--- src/rtl/kv_lookup_responder.sv ---
// Direct-mapped key/value-presence table with LOOKUP/INSERT/DELETE requests.
// One request in flight: accept, synchronous table read, then respond/write.
module kv_lookup_responder #(
    parameter int KEY_SIZE = 96,
    parameter int DEPTH    = 16,
    parameter int IDX_W    = 4
) (
    input  logic                clk156,
    input  logic                eth_rst_n,
    input  logic [KEY_SIZE-1:0] in_key,
    input  logic [3:0]          in_flag,
    input  logic                in_valid,
    output logic                in_ready,
    output logic                out_valid,
    output logic [3:0]          out_flag,
    output logic [15:0]         stat_hits,
    output logic [15:0]         stat_reqs
);

    localparam int NSLICE = KEY_SIZE / IDX_W;

    localparam logic [3:0] OP_LOOKUP = 4'b0001;
    localparam logic [3:0] OP_INSERT = 4'b0010;
    localparam logic [3:0] OP_DELETE = 4'b0100;

    typedef enum logic [1:0] {
        ST_IDLE,
        ST_READ,
        ST_RESP
    } state_t;

    state_t              state_q, state_d;
    logic                rdy_q;
    logic [KEY_SIZE-1:0] key_q;
    logic [3:0]          flag_q;
    logic [DEPTH-1:0]    valid_q;
    logic [KEY_SIZE-1:0] key_mem [DEPTH];
    logic [KEY_SIZE-1:0] rd_key_q;
    logic [15:0]         hits_q;
    logic [15:0]         reqs_q;

    logic [IDX_W-1:0]    idx;
    logic                accept;
    logic                entry_valid;
    logic                key_match;
    logic                hit;
    logic                wr_key;
    logic                set_valid;
    logic                clr_valid;
    logic                hit_inc;
    logic [3:0]          resp_flag;

    always_comb begin
        idx = '0;
        for (int i = 0; i < NSLICE; i++) begin
            idx = idx ^ key_q[IDX_W*i +: IDX_W];
        end
    end

    // rdy_q holds in_ready low from reset until the first clock edge after release
    assign in_ready    = rdy_q && (state_q == ST_IDLE);
    assign accept      = in_valid && in_ready;
    assign entry_valid = valid_q[idx];
    assign key_match   = (rd_key_q == key_q);
    assign hit         = entry_valid && key_match;
    assign stat_hits   = hits_q;
    assign stat_reqs   = reqs_q;

    always_comb begin
        state_d   = state_q;
        out_valid = 1'b0;
        resp_flag = 4'b0000;
        wr_key    = 1'b0;
        set_valid = 1'b0;
        clr_valid = 1'b0;
        hit_inc   = 1'b0;
        case (state_q)
            ST_IDLE: begin
                if (accept) begin
                    state_d = ST_READ;
                end
            end
            ST_READ: begin
                state_d = ST_RESP;
            end
            ST_RESP: begin
                state_d   = ST_IDLE;
                out_valid = 1'b1;
                case (flag_q)
                    OP_LOOKUP: begin
                        resp_flag = hit ? 4'b0001 : 4'b0000;
                        hit_inc   = hit;
                    end
                    OP_INSERT: begin
                        wr_key    = 1'b1;
                        set_valid = 1'b1;
                        resp_flag = (entry_valid && !key_match) ? 4'b1010 : 4'b0010;
                    end
                    OP_DELETE: begin
                        clr_valid = hit;
                        resp_flag = hit ? 4'b0100 : 4'b0000;
                    end
                    default: begin
                        resp_flag = 4'b1111;
                    end
                endcase
            end
            default: begin
                state_d = ST_IDLE;
            end
        endcase
    end

    assign out_flag = resp_flag;

    always_ff @(posedge clk156 or negedge eth_rst_n) begin
        if (!eth_rst_n) begin
            state_q <= ST_IDLE;
            rdy_q   <= 1'b0;
            key_q   <= '0;
            flag_q  <= '0;
            valid_q <= '0;
            hits_q  <= '0;
            reqs_q  <= '0;
        end else begin
            state_q <= state_d;
            rdy_q   <= 1'b1;
            if (accept) begin
                key_q  <= in_key;
                flag_q <= in_flag;
                reqs_q <= reqs_q + 16'd1;
            end
            if (set_valid) begin
                valid_q[idx] <= 1'b1;
            end else if (clr_valid) begin
                valid_q[idx] <= 1'b0;
            end
            if (hit_inc && (hits_q != 16'hFFFF)) begin
                hits_q <= hits_q + 16'd1;
            end
        end
    end

    // Key storage has no reset so it maps onto block RAM; validity lives in valid_q
    always_ff @(posedge clk156) begin
        if (state_q == ST_READ) begin
            rd_key_q <= key_mem[idx];
        end
        if (wr_key) begin
            key_mem[idx] <= key_q;
        end
    end

endmodule

--- config.mk ---
export PLATFORM = sky130hd
export DESIGN_NAME = kv_lookup_responder
export DESIGN_NICKNAME = d
export VERILOG_FILES = /design/src/rtl/kv_lookup_responder.sv
export SDC_FILE = /design/constraint.sdc
export NUM_CORES = 2
export LEC_CHECK = 0
export ABC_AREA = 1
export BUFFER_PORTS_ARGS = -buffer_cell sky130_fd_sc_hd__buf_4
export CAP_MARGIN = 15
export CELL_PAD_IN_SITES_DETAIL_PLACEMENT = 0
export CELL_PAD_IN_SITES_GLOBAL_PLACEMENT = 1
export CORE_MARGIN = 1
export CORE_UTILIZATION = 45
export CTS_CLUSTER_SIZE = 25
export DETAILED_ROUTE_END_ITERATION = 12
export PLACE_DENSITY_LB_ADDON = 0.1
export SYNTH_ARGS = -nofsm -noshare
export SYNTH_HDL_FRONTEND = slang
export SYNTH_SLANG_ARGS = --single-unit
--- constraint.sdc ---
create_clock -name clk156 -period 12.2 [get_ports clk156]
set_clock_uncertainty 0.2 [all_clocks]
set_input_delay 0.61 -clock clk156 [delete_from_list [all_inputs] [get_ports clk156]]
set_output_delay 0.61 -clock clk156 [all_outputs]
set_load 0.02 [all_outputs]
; ---- After elaboration in Yosys (flattened, before gate mapping)
; Memory sizes are Yosys's and may differ from the RTL's. A register that Yosys moved wholly into a read port is not among the register bits.
; Index checks and enable logic that the tools add are counted.
[classes]
n_addsub = 2
multipliers = 0
div_mod_pow = 0
order_cmp = 2
eq_ne = 8
shifts = 0
muxes = 22
n_bitwise = 26
n_reduce_logical = 9
[op_table]
columns = operator, count
row1 = 96-bit equality test, 1
row2 = 4-bit XOR, 23
row3 = "16-bit by 1-bit adder with 16-bit output, second input constant", 2
row4 = 16-bit 2-to-1 mux, 2
row5 = 16-bit AND, 1
row6 = "16-bit != test, second input constant", 1
row7 = 16-bit NOT, 1
row8 = 16-bit bitwise OR, 1
row9 = 1-bit 2-to-1 mux, 12
row10 = 4-bit case mux with 3 select lines, 1
row11 = 4-bit 2-to-1 mux, 2
row12 = 1-bit logical AND, 6
row13 = "4-bit by 5-bit less-than comparator with 1-bit output, second input constant", 1
row14 = 1-bit binary-select mux with 4-bit select, 1
row15 = 1-bit demux with 4-bit select, 1
row16 = "4-bit by 1-bit equality test with 1-bit output, second input constant", 1
row17 = "4-bit by 2-bit equality test with 1-bit output, second input constant", 1
row18 = "4-bit by 3-bit equality test with 1-bit output, second input constant", 1
row19 = "4-bit by 1-bit >= comparator with 1-bit output, second input constant", 1
row20 = 2-bit case mux with 2 select lines, 1
row21 = 3-bit 2-to-1 mux, 1
row22 = "2-bit by 1-bit equality test with 1-bit output, second input constant", 1
row23 = "2-bit equality test, second input constant", 1
row24 = 2-bit logical NOT, 1
row25 = other kinds (4), 4
[totals]
reg_bits = 151
latch_bits = 0
ram_bits = 1536
romBits = 0
input_bits = 103
elab_cells = 77
memories = 1
[memory_table]
columns = memory, words, word_bits, read_ports, rd_clocked_by_memory_dff, wr, line
row1 = key_mem, 16, 96, 1, 1, 1, 37  ; logic [KEY_SIZE-1:0] key_mem [DEPTH];

; ---- Logic depth before layout (Yosys ltp)
[depth]
depth_word = 31
depth_mapped = 26

; ---- Worst setup path before layout
; No wires, ideal clock.
[synth_timing]
kind = flip-flop to flip-flop
startpoint = reg key_q[16]
endpoint = mem key_mem[2][0], enable pin
setup_time_ps = 552
t_arrival_ps = 6272
required_time_ps = 11448
slack_ps = 5176
path_stages_with_launch = 20
synth_period_minus_slack_ps = 7024
cell_sequence = dfrtp_1 -> inv_1 -> nand2_1 -> nand2_1 -> nand2_1 -> inv_1 -> nor2_1 -> nand2_1 -> nand2_1 -> nand2_1 -> nand2_1 -> nand2_1 -> nand2_1 -> buf_2 -> nand2_1 -> inv_2 -> buf_2 -> buf_1 -> nand2_1 -> nor2_1
[synth_between]
elab_chain_cells = 20
[synth_lines]
columns = element, line
row1 = start: declaration, 34  ; logic [KEY_SIZE-1:0] key_q;
row2 = start signal: assignment, 129  ; key_q <= in_key;
row3 = 4-bit XOR (20 in a row), 56  ; idx = idx ^ key_q[IDX_W*i +: IDX_W];
row4 = end: declaration, 37
; Every way passes these cells.

; ---- Worst setup path after layout
[layout_timing]
startpoint = reg key_q[52]
endpoint = out out_flag[2]
[layout_between]
elab_chain_cells = 17
word_cells_on_any_way = 18
cone_classes = eq/ne: 1 / mux: 5 / bitwise: 11 / reduce/logical: 1
[layout_lines]
columns = element, line
row1 = 4-bit XOR (11 in a row), 56
row2 = 1-bit binary-select mux with 4-bit select, 63  ; assign entry_valid = valid_q[idx];
row3 = 1-bit 2-to-1 mux (implied by the code), 63
row4 = 1-bit logical AND (*), 65  ; assign hit = entry_valid && key_match;
row5 = 3-bit 2-to-1 mux (*), 101  ; resp_flag = hit ? 4'b0100 : 4'b0000;
row6 = 4-bit case mux with 3 select lines (*), 89  ; case (flag_q)
row7 = 4-bit 2-to-1 mux (*), 77  ; case (state_q)
row8 = end: declaration, 15  ; output logic [3:0] out_flag,
; Every way passes the cells marked *; elsewhere a longest branch is shown, timed or not. The select of a mux whose other input is x is not followed.

==> impl_metrics.json <==
{
  "status": "completed",
  "cpMaxStageDelayCell": "buf_12",
  "crit_top_cell": "nand2_1",
  "fmax_ghz": 0.148,
  "hpwl_mm": 99.7,
  "drc": 0,
  "syn_area_sq_um": 68800,
  "synth-seq-cells": 1783,
  "h-tree-depth": 4,
  "synth_cell_types": 45,
  "drtIter0Drc": 3529,
  "nets": 5501,
  "finalSetupViolCount": 0,
  "cts-resized-gates": 0,
  "dr.pass1.iters": 6,
  "fp.dieH_microns": 393,
  "grt_pass1_wl_mm": 288,
  "synthArstFlopShare": 0.0847,
  "core_area_sq_um": 152000,
  "synthCells": 5132,
  "drive_gt1_frac": 0.0952,
  "grt_overflow_total": 0,
  "cts_buffer_depth": 3,
  "critPathArrivalTime_ns": 5.94,
  "hold_viol_final": 0,
  "ant_nets": 0,
  "cp.required_ns": 11.39,
  "slew_violations": 0,
  "final.fill_count": 12900,
  "die_area_sq_um": 155000,
  "gp_congestion": 0.785,
  "relSlewSlack": 0.193,
  "ys.warnings.count": 0,
  "synth_flop_cell": "edfxtp_1",
  "drv_cap": 0,
  "tightest_slew_ns": 1.21,
  "dp.cells": 7143,
  "die_w_microns": 393,
  "clock-sinks": 1783,
  "grt_max_degree": 176,
  "clk_latency_ns": 0.82,
  "fin_cells": 7586,
  "portBuffers": 140,
  "vias": 41900,
  "period_minus_slack_ns": 6.75,
  "cp_max_fo": 175,
  "rows": 143,
  "routed_wl_mm": 200,
  "cts_buffers": 183,
  "via_per_inst": 5.53,
  "finish.utilization": 0.522,
  "antennaDiodeCount": 0,
  "slowest_delay_ns": 0.78,
  "path_class": "reg -> out",
  "area_growth_pct": 15.2,
  "grt_pass1_vias": 40900,
  "hold_class": "in -> reg",
  "post-route-period-util": 0.553,
  "synth_edf_count": 1632,
  "initial_core_util": 0.453,
  "tns_ns": 0,
  "antenna_found_initial": 7,
  "path_cells": "inv_1 > nand2_1 > nand2_1 > nand2_1 > inv_1 > nor2_1 > nand2_1 > nand3_1 > nand2_1 > nand2_1 > nand2_1 > nor2_4 > buf_4 > buf_12 > nand2_1 > nand2_1 > o21ai_1 > nand2_1 > nor2_4 > nand4_1 > nand2_1 > buf_4",
  "start_kind": "flop",
  "cts_tree": "yes",
  "cts.clk_slew.worst_paths_ns": 0.06,
  "synth_area_per_cell_sq_um": 13.4,
  "dpl_cell_area_sq_um": 72400,
  "ios": 141,
  "track_usage": 0.260,
  "cts_setup_buffers": 0,
  "synthesis.nets": 5237,
  "wire_per_inst_microns": 26.4,
  "rsz0062_at_grt": "false",
  "worstSetupEndpointType": "output pin",
  "cts-root-buf": "clkbuf_16",
  "stdcell_area_sq_um": 79300,
  "synth-seq-area-share": 0.767
}
==> kinds of logic after synthesis <==
logic type | count (synthesis) | synth area share
other | 1 | 0.0000545
flip-flops | 1783 | 0.767
buffers and inverters | 373 | 0.0214
AO/OA/AOI/OAI | 444 | 0.0537
AND/OR/NAND/NOR | 2378 | 0.138
adder cells (fa/ha/maj) | 2 | 0.000364
XOR/XNOR | 151 | 0.0192
==> flip-flops by register name (all words and copies together), names as in the netlist, named ones only <==
name and count:
stat_hits 16, key_q 96, state_q 2, rd_key_q 96
stat_reqs 16, rdy_q 1, key_mem 1536, flag_q 4
==> synth_stat cells (2+ instances only) <==
library cell | n | area [sq um]
a2111o_1 | 73 | 822
a21oi_2 | 2 | 17.5
a41oi_1 | 265 | 2320
buf_1 | 12 | 45.0
buf_2 | 44 | 220
buf_6 | 2 | 22.5
clkbuf_1 | 178 | 668
dfrtp_1 | 151 | 3780
edfxtp_1 | 1632 | 49000
ha_1 | 2 | 25.0
inv_1 | 123 | 462
inv_2 | 12 | 45.0
nand2_1 | 2034 | 7630
nand2_2 | 5 | 31.3
nand2_4 | 2 | 22.5
nand3_1 | 66 | 330
nand3_2 | 2 | 20.0
nand3b_1 | 8 | 60.1
nand4_1 | 124 | 776
nor2_1 | 97 | 364
nor2_2 | 2 | 12.5
nor3_1 | 9 | 45.0
nor3b_1 | 5 | 37.5
nor4_1 | 9 | 56.3
o21ai_0 | 91 | 455
o21ai_1 | 7 | 35.0
or2_2 | 8 | 50.1
xnor2_1 | 108 | 946
xor2_1 | 43 | 377
==> metrics by stage <==
| stage | hold slack, ns | setup WS, ns |
|---|---|---|
| floorplan | 0.114 | 5.18 |
| global placement | 0.261 | 5.92 |
| detailed placement | 0.271 | 5.82 |
| CTS | 0.0112 | 5.36 |
| global route | 0.0370 | 5.04 |
| finish | 0.0470 | 5.45 |
==> repair_timing <==
item,4_1_cts,5_1_grt
hold buffers,98,0
endpoints found under the setup margin,0,0
endpoints found under the hold margin,159,0
==> layout make-up <==
type,count,area [sq um],area share
Multi-Input combinational cell,2976,14700,0.186
Sequential cell,1783,52800,0.666
Tap cell,2030,2540,0.0320
Clock buffer,276,5230,0.0659
Clock inverter,69,692,0.00873
Timing Repair Buffer,316,2730,0.0344
Inverter,136,548,0.00691
==> layout by cell type (no fill, tap or decap), types with 20 or more instances in the layout <==
master	instances
a2111o_1	73
a41oi_1	265
buf_4	209
clkbuf_1	70
clkbuf_16	189
clkinv_1	25
clkinv_2	22
dfrtp_1	151
dlygate4sd3_1	98
edfxtp_1	1632
inv_1	121
nand2_1	2033
nand3_1	66
nand4_1	124
nor2_1	79
nor2_4	20
o21ai_0	91
xnor2_1	108
xor2_1	43
==> final timing paths <==
check,from,endpoint,slack [ns],depth (start not counted)
worst max-delay path,key_q[52],out_flag[2],5.45,22
worst min-delay path,in_key[15],key_q[15],0.05,3
worst max register to register,key_q[57],key_mem[0][32],5.92,19
worst min register to register,stat_reqs[15],stat_reqs[15],0.28,1
max in group asynchronous,eth_rst_n,key_q[84],10.18,3
min in group asynchronous,eth_rst_n,stat_hits[10],0.19,2
==> critical path, delay by kind of cell, from the launching register on <==
family,cells,cell delay (ns)
compound gates,1,0.06
flops,1,0.71
buf+inv,5,1.92
simple gates,16,2.35
==> routing by layer <==
layer / track usage / up-vias / wire length (microns)
met1: 0.370 / 21600 / 89800
li1: - / 19000 / -
met5: 0 / - / 27
met2: 0.432 / 1107 / 97000
met3: 0.0316 / 234 / 9750
met4: 0.0562 / 4 / 3390
Power is not shown: default switching activity piles up to over one toggle a cycle in this logic, so the estimate is an artifact.
